<file path="src/rtl/wts_pkg.sv">
// Shared definitions for the wave-table SRAM scheduler: state encoding,
// wave-table field widths and the default channel count.
package wts_pkg;

   typedef enum logic [1:0] {
      IDLE     = 2'd0,
      CH_SLOT  = 2'd1,
      CPU_SLOT = 2'd2,
      DONE     = 2'd3
   } wts_state_e;

   localparam int WAVE_ADDR_W    = 7;
   localparam int SAMPLE_W       = 8;
   localparam int NUM_CH_DEFAULT = 5;

endpackage

</file>
<file path="src/rtl/wts_sram_scheduler_if.sv">
// SRAM port and CPU access bus of the wave-table scheduler. The slave modport
// is the scheduler; the master modport is the SRAM plus CPU bus decoder side.
interface wts_sram_scheduler_if #(
   parameter int ADDR_W = 10
);
   logic [ADDR_W-1:0] sram_a;
   logic              sram_we;
   logic [7:0]        sram_d;
   logic [7:0]        sram_q;
   logic              cpu_req;
   logic              cpu_wr;
   logic [ADDR_W-1:0] cpu_a;
   logic [7:0]        cpu_wdata;
   logic [7:0]        cpu_rdata;
   logic              cpu_ack;

   modport slave (
      output sram_a, sram_we, sram_d, cpu_rdata, cpu_ack,
      input  sram_q, cpu_req, cpu_wr, cpu_a, cpu_wdata
   );

   modport master (
      input  sram_a, sram_we, sram_d, cpu_rdata, cpu_ack,
      output sram_q, cpu_req, cpu_wr, cpu_a, cpu_wdata
   );
endinterface

</file>
<file path="src/rtl/wts_sample_latch.sv">
// Per-channel wave-data register bank: one indexed write per cycle, every
// other entry holds.
module wts_sample_latch
   import wts_pkg::*;
#(
   parameter int NUM_CH = NUM_CH_DEFAULT,
   parameter int CH_W   = 3
) (
   input  logic                       clk,
   input  logic                       nreset,
   input  logic                       we,
   input  logic [CH_W-1:0]            idx,
   input  logic [SAMPLE_W-1:0]        din,
   output logic [NUM_CH*SAMPLE_W-1:0] wave_data
);

   logic [NUM_CH*SAMPLE_W-1:0] wave_data_r;

   // Indexed sample register write with synchronous clear.
   always_ff @(posedge clk) begin
      if (!nreset) begin
         wave_data_r <= {(NUM_CH*SAMPLE_W){1'b0}};
      end else begin
         for (int i = 0; i < NUM_CH; i++) begin
            if (we && (idx == CH_W'(i))) begin
               wave_data_r[i*SAMPLE_W +: SAMPLE_W] <= din;
            end else begin
               wave_data_r[i*SAMPLE_W +: SAMPLE_W] <= wave_data_r[i*SAMPLE_W +: SAMPLE_W];
            end
         end
      end
   end

   assign wave_data = wave_data_r;

endmodule

</file>
<file path="src/rtl/wts_sram_scheduler.sv">
// Time-division scheduler for the shared wave-table SRAM: one read slot per
// channel, then one CPU slot. Optional macro WTS_CH_MUTE_SKIP_EN zeroes muted slots.
module wts_sram_scheduler
   import wts_pkg::*;
#(
   parameter int NUM_CH = NUM_CH_DEFAULT,
   parameter int CH_W   = 3,
   parameter int ADDR_W = CH_W + 7
) (
   input  logic                          clk,
   input  logic                          nreset,
   input  logic                          active,
   input  logic [NUM_CH*WAVE_ADDR_W-1:0] ch_sram_a,
   input  logic [NUM_CH-1:0]             ch_mute,
   output logic [NUM_CH*SAMPLE_W-1:0]    wave_data,
   output logic                          sample_valid,
   output logic                          overrun,
   wts_sram_scheduler_if.slave           bus
);

   localparam logic [CH_W-1:0] LAST_SLOT = CH_W'(NUM_CH - 1);

   wts_state_e          state_r;
   logic [CH_W-1:0]     slot_r;
   logic                granted_r;
   logic                grant_wr_r;
   logic [ADDR_W-1:0]   sram_a_r;
   logic                sram_we_r;
   logic [7:0]          sram_d_r;
   logic                cpu_ack_r;
   logic [7:0]          rdata_r;
   logic                sample_valid_r;
   logic                overrun_r;

   logic [CH_W-1:0]        next_slot_s;
   logic [WAVE_ADDR_W-1:0] ch_wave_s;
   logic                   ch_mute_s;
   logic [ADDR_W-1:0]      ch_word_s;
   logic                   lat_we_s;
   logic [CH_W-1:0]        lat_idx_s;
   logic [SAMPLE_W-1:0]    lat_din_s;

   // Select the wave address and mute bit of the slot about to be presented.
   always_comb begin
      next_slot_s = (state_r == IDLE) ? {CH_W{1'b0}} : (slot_r + CH_W'(1));
      ch_wave_s   = {WAVE_ADDR_W{1'b0}};
      ch_mute_s   = 1'b0;
      for (int i = 0; i < NUM_CH; i++) begin
         ch_wave_s = (next_slot_s == CH_W'(i)) ? ch_sram_a[i*WAVE_ADDR_W +: WAVE_ADDR_W] : ch_wave_s;
         ch_mute_s = (next_slot_s == CH_W'(i)) ? ch_mute[i] : ch_mute_s;
      end
   end

   // The sample returned in a slot belongs to the channel presented one cycle earlier.
   always_comb begin
      lat_we_s  = 1'b0;
      lat_idx_s = {CH_W{1'b0}};
      if (state_r == CH_SLOT) begin
         lat_we_s  = (slot_r != {CH_W{1'b0}});
         lat_idx_s = slot_r - CH_W'(1);
      end else if (state_r == CPU_SLOT) begin
         lat_we_s  = 1'b1;
         lat_idx_s = LAST_SLOT;
      end else begin
         lat_we_s  = 1'b0;
         lat_idx_s = {CH_W{1'b0}};
      end
   end

`ifdef WTS_CH_MUTE_SKIP_EN
   logic cur_mute_r;
   logic lat_zero_r;

   // Remember which presented slot was muted so its sample is zeroed next cycle.
   always_ff @(posedge clk) begin
      if (!nreset) begin
         cur_mute_r <= 1'b0;
         lat_zero_r <= 1'b0;
      end else begin
         lat_zero_r <= cur_mute_r;
         cur_mute_r <= ((state_r == IDLE && active) || (state_r == CH_SLOT && slot_r != LAST_SLOT))
                       ? ch_mute_s : 1'b0;
      end
   end

   // Muted slots present address 0 and store a silent sample.
   always_comb begin
      ch_word_s = ch_mute_s ? {ADDR_W{1'b0}} : ADDR_W'({next_slot_s, ch_wave_s});
      lat_din_s = lat_zero_r ? 8'h00 : bus.sram_q;
   end
`else
   logic unused_mute_s;
   assign unused_mute_s = ch_mute_s;

   // Every channel slot reads its own wave address.
   always_comb begin
      ch_word_s = ADDR_W'({next_slot_s, ch_wave_s});
      lat_din_s = bus.sram_q;
   end
`endif

   // Scan sequencer; outputs are registered on entry to the state that owns them.
   always_ff @(posedge clk) begin
      if (!nreset) begin
         state_r        <= IDLE;
         slot_r         <= {CH_W{1'b0}};
         granted_r      <= 1'b0;
         grant_wr_r     <= 1'b0;
         sram_a_r       <= {ADDR_W{1'b0}};
         sram_we_r      <= 1'b0;
         sram_d_r       <= 8'h00;
         cpu_ack_r      <= 1'b0;
         rdata_r        <= 8'h00;
         sample_valid_r <= 1'b0;
         overrun_r      <= 1'b0;
      end else begin
         sram_we_r      <= 1'b0;
         cpu_ack_r      <= 1'b0;
         sample_valid_r <= 1'b0;
         if (active && (state_r != IDLE)) begin
            overrun_r <= 1'b1;
         end else begin
            overrun_r <= overrun_r;
         end
         case (state_r)
            IDLE: begin
               if (active) begin
                  state_r  <= CH_SLOT;
                  slot_r   <= {CH_W{1'b0}};
                  sram_a_r <= ch_word_s;
               end else begin
                  state_r  <= IDLE;
                  sram_a_r <= {ADDR_W{1'b0}};
               end
            end
            CH_SLOT: begin
               if (slot_r == LAST_SLOT) begin
                  state_r    <= CPU_SLOT;
                  granted_r  <= bus.cpu_req;
                  grant_wr_r <= bus.cpu_wr;
                  if (bus.cpu_req) begin
                     sram_a_r  <= bus.cpu_a;
                     sram_we_r <= bus.cpu_wr;
                     sram_d_r  <= bus.cpu_wr ? bus.cpu_wdata : 8'h00;
                  end else begin
                     sram_a_r  <= {ADDR_W{1'b0}};
                     sram_d_r  <= 8'h00;
                  end
               end else begin
                  slot_r   <= slot_r + CH_W'(1);
                  sram_a_r <= ch_word_s;
               end
            end
            CPU_SLOT: begin
               state_r        <= DONE;
               sram_a_r       <= {ADDR_W{1'b0}};
               sram_d_r       <= 8'h00;
               sample_valid_r <= 1'b1;
               cpu_ack_r      <= granted_r;
            end
            DONE: begin
               state_r   <= IDLE;
               granted_r <= 1'b0;
               if (granted_r && !grant_wr_r) begin
                  rdata_r <= bus.sram_q;
               end else begin
                  rdata_r <= rdata_r;
               end
            end
            default: begin
               state_r <= IDLE;
            end
         endcase
      end
   end

   wts_sample_latch #(
      .NUM_CH (NUM_CH),
      .CH_W   (CH_W)
   ) u_latch (
      .clk       (clk),
      .nreset    (nreset),
      .we        (lat_we_s),
      .idx       (lat_idx_s),
      .din       (lat_din_s),
      .wave_data (wave_data)
   );

   assign bus.sram_a    = sram_a_r;
   assign bus.sram_we   = sram_we_r;
   assign bus.sram_d    = sram_d_r;
   assign bus.cpu_ack   = cpu_ack_r;
   assign bus.cpu_rdata = (state_r == DONE && granted_r && !grant_wr_r) ? bus.sram_q : rdata_r;
   assign sample_valid  = sample_valid_r;
   assign overrun       = overrun_r;

endmodule

</file>
<file path="src/flat_wrapper.sv">
// flat-port wrapper written by rule: the top's interface ports become plain ports
module wts_sram_scheduler_flat import wts_pkg::*;
#(
   parameter int NUM_CH = NUM_CH_DEFAULT,
   parameter int CH_W   = 3,
   parameter int ADDR_W = CH_W + 7
)
  (clk, nreset, active, ch_sram_a, ch_mute, wave_data, sample_valid, overrun, bus_sram_a, bus_sram_we, bus_sram_d, bus_cpu_rdata, bus_cpu_ack, bus_sram_q, bus_cpu_req, bus_cpu_wr, bus_cpu_a, bus_cpu_wdata);
  wts_sram_scheduler_if #(.ADDR_W(ADDR_W)) bus_i ();
  input  logic clk;
  input  logic nreset;
  input  logic active;
  input  logic [NUM_CH*WAVE_ADDR_W-1:0] ch_sram_a;
  input  logic [NUM_CH-1:0] ch_mute;
  output logic [NUM_CH*SAMPLE_W-1:0] wave_data;
  output logic sample_valid;
  output logic overrun;
  output wire logic [$bits(bus_i.sram_a)-1:0] bus_sram_a;
  output wire logic [$bits(bus_i.sram_we)-1:0] bus_sram_we;
  output wire logic [$bits(bus_i.sram_d)-1:0] bus_sram_d;
  output wire logic [$bits(bus_i.cpu_rdata)-1:0] bus_cpu_rdata;
  output wire logic [$bits(bus_i.cpu_ack)-1:0] bus_cpu_ack;
  input wire logic [$bits(bus_i.sram_q)-1:0] bus_sram_q;
  input wire logic [$bits(bus_i.cpu_req)-1:0] bus_cpu_req;
  input wire logic [$bits(bus_i.cpu_wr)-1:0] bus_cpu_wr;
  input wire logic [$bits(bus_i.cpu_a)-1:0] bus_cpu_a;
  input wire logic [$bits(bus_i.cpu_wdata)-1:0] bus_cpu_wdata;
  assign bus_sram_a = bus_i.sram_a;
  assign bus_sram_we = bus_i.sram_we;
  assign bus_sram_d = bus_i.sram_d;
  assign bus_cpu_rdata = bus_i.cpu_rdata;
  assign bus_cpu_ack = bus_i.cpu_ack;
  assign bus_i.sram_q = bus_sram_q;
  assign bus_i.cpu_req = bus_cpu_req;
  assign bus_i.cpu_wr = bus_cpu_wr;
  assign bus_i.cpu_a = bus_cpu_a;
  assign bus_i.cpu_wdata = bus_cpu_wdata;
  wts_sram_scheduler #(.NUM_CH(NUM_CH), .CH_W(CH_W), .ADDR_W(ADDR_W)) u_core (.clk(clk), .nreset(nreset), .active(active), .ch_sram_a(ch_sram_a), .ch_mute(ch_mute), .wave_data(wave_data), .sample_valid(sample_valid), .overrun(overrun), .bus(bus_i));
endmodule
</file>
<file path="config.mk">
export PLATFORM = sky130hd
export DESIGN_NAME = wts_sram_scheduler_flat
export DESIGN_NICKNAME = d
export VERILOG_FILES = /design/src/rtl/wts_pkg.sv /design/src/rtl/wts_sram_scheduler_if.sv /design/src/rtl/wts_sample_latch.sv /design/src/rtl/wts_sram_scheduler.sv /design/src/flat_wrapper.sv
export SDC_FILE = /design/constraint.sdc
export NUM_CORES = 1
export LEC_CHECK = 0
export BUFFER_PORTS_ARGS = -buffer_cell sky130_fd_sc_hd__buf_4
export CORE_MARGIN = 1.5
export CORE_UTILIZATION = 30
export CTS_CLUSTER_SIZE = 25
export DETAILED_ROUTE_END_ITERATION = 7
export SYNTH_ARGS = -nofsm -noshare
export SYNTH_HDL_FRONTEND = slang
export SYNTH_SLANG_ARGS = --single-unit
</file>
<file path="constraint.sdc">
create_clock -name clk -period 4.23 [get_ports clk]
set_input_delay 0.846 -clock clk [delete_from_list [all_inputs] [get_ports clk]]
set_output_delay 0.846 -clock clk [all_outputs]
set_load 0.02 [all_outputs]
</file>
# Word level (Yosys, flattened, before mapping)
# Cells that the tools add are included.
# classes
n_addsub,2
n_eq_ne,15
muxes,27
reduce_logical,26
# op_table
op,n
$mux W7,5
$mux W8,4
$mux W10,3
$pmux W10 S3,1
$pmux W8 S2,1
$mux W3,5
$eq A3 B2 Y1 const B,4
$reduce_and A2 Y1,5
$eq A3 B3 Y1 const B,3
$logic_and A1 B1 Y1,9
$pmux W2 S4,1
$reduce_bool A2 Y1,4
$eq A3 B1 Y1 const B,2
$logic_not A3 Y1,2
$ne A2 B2 Y1 const B,3
$pmux W3 S2,1
$reduce_bool A3 Y1,2
$eq A2 B2 Y1 const B,2
$mux W1,4
$reduce_and A4 Y1,1
$add A3 B1 Y3 const B,1
$reduce_and A3 Y1,1
$sub A3 B1 Y3 const B,1
$eq A2 B1 Y1 const B,1
other kinds (4),4
# word_totals
ff_bits,77
inputBits,71
out_inout_bits,70
elab_cells,86

# Logic depth before layout (Yosys ltp)
# logic_depth
ltp_word,10
mapped_depth,10
ltp_nobuf,7

# Hierarchy
# Synthesis repeated with hierarchy kept, for this count alone.
# unflattened
cells_unflattened,440
area_unflattened_um2,3940.0
# modules_own_cells
module,instances,cells_per_inst,area_each_um2
wts_sram_scheduler,1,297,2428.6
wts_sample_latch,1,143,1511.4

# Least setup slack after synthesis
# Ideal clock, no wire load.
# synth_path
path_type,reg2reg
start,reg u_core.slot_r[0]
end,reg u_core.sram_a_r[0] (netlist: u_core.bus.sram_a[0])
setup_time_ns,0.070
arrival_ns,2.086
t_required_ns,4.160
setup_slack_ns,2.074
path_stages_with_launch,10
path_buffers,2
path_cell_list,dfxtp_1 buf_2 inv_1 ha_1 buf_2 inv_1 nor3_1 a221oi_1 a211o_1 a21oi_1
# synth_via
elab_chain_cells,10
elab_cells_between_ends,16
cone_classes,add/sub: 1; eq/ne: 5; mux: 9; reduce/logical: 1
# synth_rtl
item,line,source
"start, declared",wts_sram_scheduler.sv:24,logic [CH_W-1:0] slot_r;
"start signal, assigned",wts_sram_scheduler.sv:106,slot_r <= {CH_W{1'b0}};
"start signal, assigned",wts_sram_scheduler.sv:129,slot_r <= {CH_W{1'b0}};
"start signal, assigned",wts_sram_scheduler.sv:150,slot_r <= slot_r + CH_W'(1);
$add A3 B1 Y3,wts_sram_scheduler.sv:45,next_slot_s = (state_r == IDLE) ? {CH_W{1'b0}} : (slot_r + CH_W'(1));
$mux W3,wts_sram_scheduler.sv:45,
$logic_not A3 Y1,wts_sram_scheduler.sv:49,ch_wave_s = (next_slot_s == CH_W'(i)) ? ch_sram_a[i*WAVE_ADDR_W +: WAVE_ADDR_W] : ch_wave_s;
$mux W7 (5 in series),wts_sram_scheduler.sv:49,
$mux W10 (on tied branches),"wts_sram_scheduler.sv:137, wts_sram_scheduler.sv:127",
$pmux W10 S3 (*),wts_sram_scheduler.sv:125,case (state_r)
"end signal, assigned",wts_sram_scheduler.sv:130,sram_a_r <= ch_word_s;
"end signal, assigned",wts_sram_scheduler.sv:133,sram_a_r <= {ADDR_W{1'b0}};
"end signal, assigned",wts_sram_scheduler.sv:142,sram_a_r <= bus.cpu_a;
"end, declared",wts_sram_scheduler.sv:27,logic [ADDR_W-1:0] sram_a_r;
# Mark *: on every way between the ends. The rest lies on a longest branch, timed or not.
# A chain may end at the register's enable or synchronous reset.

# Final worst setup path
# layout_path
start,reg u_core.slot_r[0]
end,reg u_core.sram_a_r[6] (netlist: u_core.bus.sram_a[6])
# The elaborated chain is that of the path after synthesis.

==> results.md <==
- Mapped Cells: roughly 380
- Number of synthesized flops with an enable pin: 0
- CTS buffer count: 9
- Resize count post-CTS: 0
- Initial Util: about 31%
- Worst Skew: around 0.0060 ns
- Critical path data required time: 4.49 ns
- Fmax: 304 MHz
- Post-Syn Area: 3650 um^2
- Final period utilization: about 78%
- Clock Tree Buf Depth: 2
- Post-Layout Cell Count: 656
- CP Class: reg -> reg
- # Post-CTS Setup Buffers: 0
- Avg Cell Area, Syn: 9.57 um^2
- Normalized max-slew margin: a little under two fifths
- Register area: 1540 um^2
- Antenna Violating Nets Remaining: 0
- HPWL Detailed: 7.47 mm
- DRT iter0 DRCs: between 150 and 200
- Ys async rst share: 0%
- Vias in the first global route: 3058
- Number of fill cells in the layout: 1198
- Num rows: 40
- Post-Place Setup Slack: approximately 1.0 ns
- Distinct cells, synth: between 40 and 50
- TritonCTS clock tree: yes
- Register area share after synthesis: 42.2%
- Die height: 113 um
- Count leader, synth: dfxtp_1
- Synth top cells by count: dfxtp_1 (77), nor2b_1 (44), mux2i_1 (43)
- Core Box Area: 12000 um^2
- First-pass GRT wire length: 16.2 mm
- Clock Root Buffer: clkbuf_16
- Gr usage total: 16.1%
- Min-delay worst type: reg -> reg
- DP Cell Count: 640
- Port buffer count: about 140
- Initial antenna violation count: 0
- Power Density: approximately 460 nW/um^2
- Max Slew Vio Count: 0
- Total grt overflow: 0
- Final setup fails: 0
- Htree depth: 3
- Slew @ Worst Pin: 0.926 ns
- Synth Register Bits: 77
- Status: finished clean
- Wire per inst: 15.5 um
- NumNets Final: 583
- Clock latency on the worst-skew pair: 0.33 ns
- Die X: 113 um
- Pin count of the biggest net entering global routing: 78
- Diodes inserted: 0
- Avg Vias per Cell: 4.94
- Hold Slack: approximately 0.46 ns
- Largest area contributor in the netlist: dfxtp_1
- DRC viols: 0
- Post-CTS Hold Buffers: 0
- VDD IR max: roughly 200 uV
- Max FO, Critical Path: 17
- Die ar.: 12900 um^2
- Lkg Pwr: 0.00226 uW
- Min Tclk post-route: 3.29 ns
- RSZ-0062 raised after global routing: no
- Total wire length: 10.2 mm
- RePlAce Congestion: 0.881
- Clk sinks: 77
- Yosys top cell area share: 42.2%
- Max Cap Violations: 0
- Synth Net Count: 461
- Ports: 141
- Final setup TNS: 0 ns
- Final WS setup: 0.945 ns
- Layout cells sized above 1: 31.8%
- Crit. End Element: flop
- Worst setup SP type: flop
- Area grow syn2layout: 38.2%
- Top FF cell, synth: dfxtp_1
- Hold Fails Final Rpt: 0
- Multi-input gate area: 1950 um^2
- CTS clock-pin slew for the worst setup and hold paths: around 0.06 ns
- Ys Warns: 0
- Drt first pass iters: 4
- Synth top area cells: dfxtp_1 (42%), mux2i_1 (12%), nor2b_1 (7.5%)
- CP arrival: 3.54 ns
- Vias: ~3200
-- critical path: stages, from the launching register on --
cell      delay [ns]
dfxtp_1         0.79
inv_1           0.34
ha_1            0.59
inv_1           0.22
nor3_1          0.61
a221oi_1        0.22
a211o_1         0.28
a21oi_1         0.16
-- metal layers --
layer / GRT usage (%) / routed length [um] / vias to the layer above
met5: 0 / 0 / -
met4: 5.58 / 160 / 0
met3: 2.87 / 477 / 11
met2: 26.3 / 4810 / 84
met1: 21.4 / 4740 / 1538
li1: - / - / 1606
-- final timing paths --
check | endpoint | start | slack, ns | depth (start not counted)
min | u_core.bus.sram_d[2] | u_core.bus.sram_d[2] | 0.46 | 2
max | u_core.bus.sram_a[6] | u_core.slot_r[0] | 0.94 | 7
max reg2reg | u_core.bus.sram_a[6] | u_core.slot_r[0] | 0.94 | 7
min reg2reg | u_core.bus.sram_d[2] | u_core.bus.sram_d[2] | 0.46 | 2
-- report_power, final --
part / internal, uW / leakage [uW] / switching [uW]
clock: 462 / 0.000143 / 304
sequential: 787 / 0.000622 / 51.1
combinational: 298 / 0.00149 / 431
total: 1550 / 0.00226 / 787
-- kinds of logic (layout without fill, tap and decap cells) --
logic type      count (synthesis)  after routing  share of synthesized area (%)
simple gates                  110            110                           18.0
xor+xnor                        2              2                          0.685
compound gates                 95             95                           17.7
buf+inv                        39            166                           4.38
flops                          77             77                           42.2
mux                            51             51                           14.2
fa+ha+maj                       8              8                           2.74
-- placed cells by master, fill, tap and decap left out, drive strengths merged, types with 6 or more instances in the layout --
master  instances
a211o           6
a21boi         12
a21oi          17
a221oi         12
a22oi           6
and2           15
buf           135
clkbuf         10
dfxtp          77
ha              8
inv            16
mux2            8
mux2i          43
nand2          15
nand3          10
nor2b          44
o211ai          8
o21ai          23
-- sequential cells by signal, indices dropped and copies added, names as in the netlist --
signal / flops
u_core.bus.cpu_ack: 1
u_core.bus.sram_a: 10
u_core.bus.sram_d: 8
u_core.bus.sram_we: 1
u_core.grant_wr_r: 1
u_core.granted_r: 1
u_core.overrun: 1
u_core.rdata_r: 8
u_core.sample_valid: 1
u_core.slot_r: 3
u_core.state_r: 2
u_core.u_latch.wave_data: 40
-- through the flow --
| stage | util (%) | area, um^2 | power (uW) |
|---|---|---|---|
| after floorplan | - | 3650 | 1330 |
| after global placement | 39.7 | 4750 | 1570 |
| after detailed placement | 39.7 | 4750 | 1580 |
| after CTS | 42.2 | 5050 | 2350 |
| after global routing | 42.2 | 5050 | 2470 |
| final | 42.2 | 5050 | 2330 |
-- layout make-up --
type	instances	area share (%)
clock buffer	10	4.53
clock inverter	6	1.44
inverter	15	1.11
multi-input combinational	266	38.7
sequential	77	30.5
tap	147	3.64
timing repair buffer	135	20.1
Power figures use the tool's default switching activity.
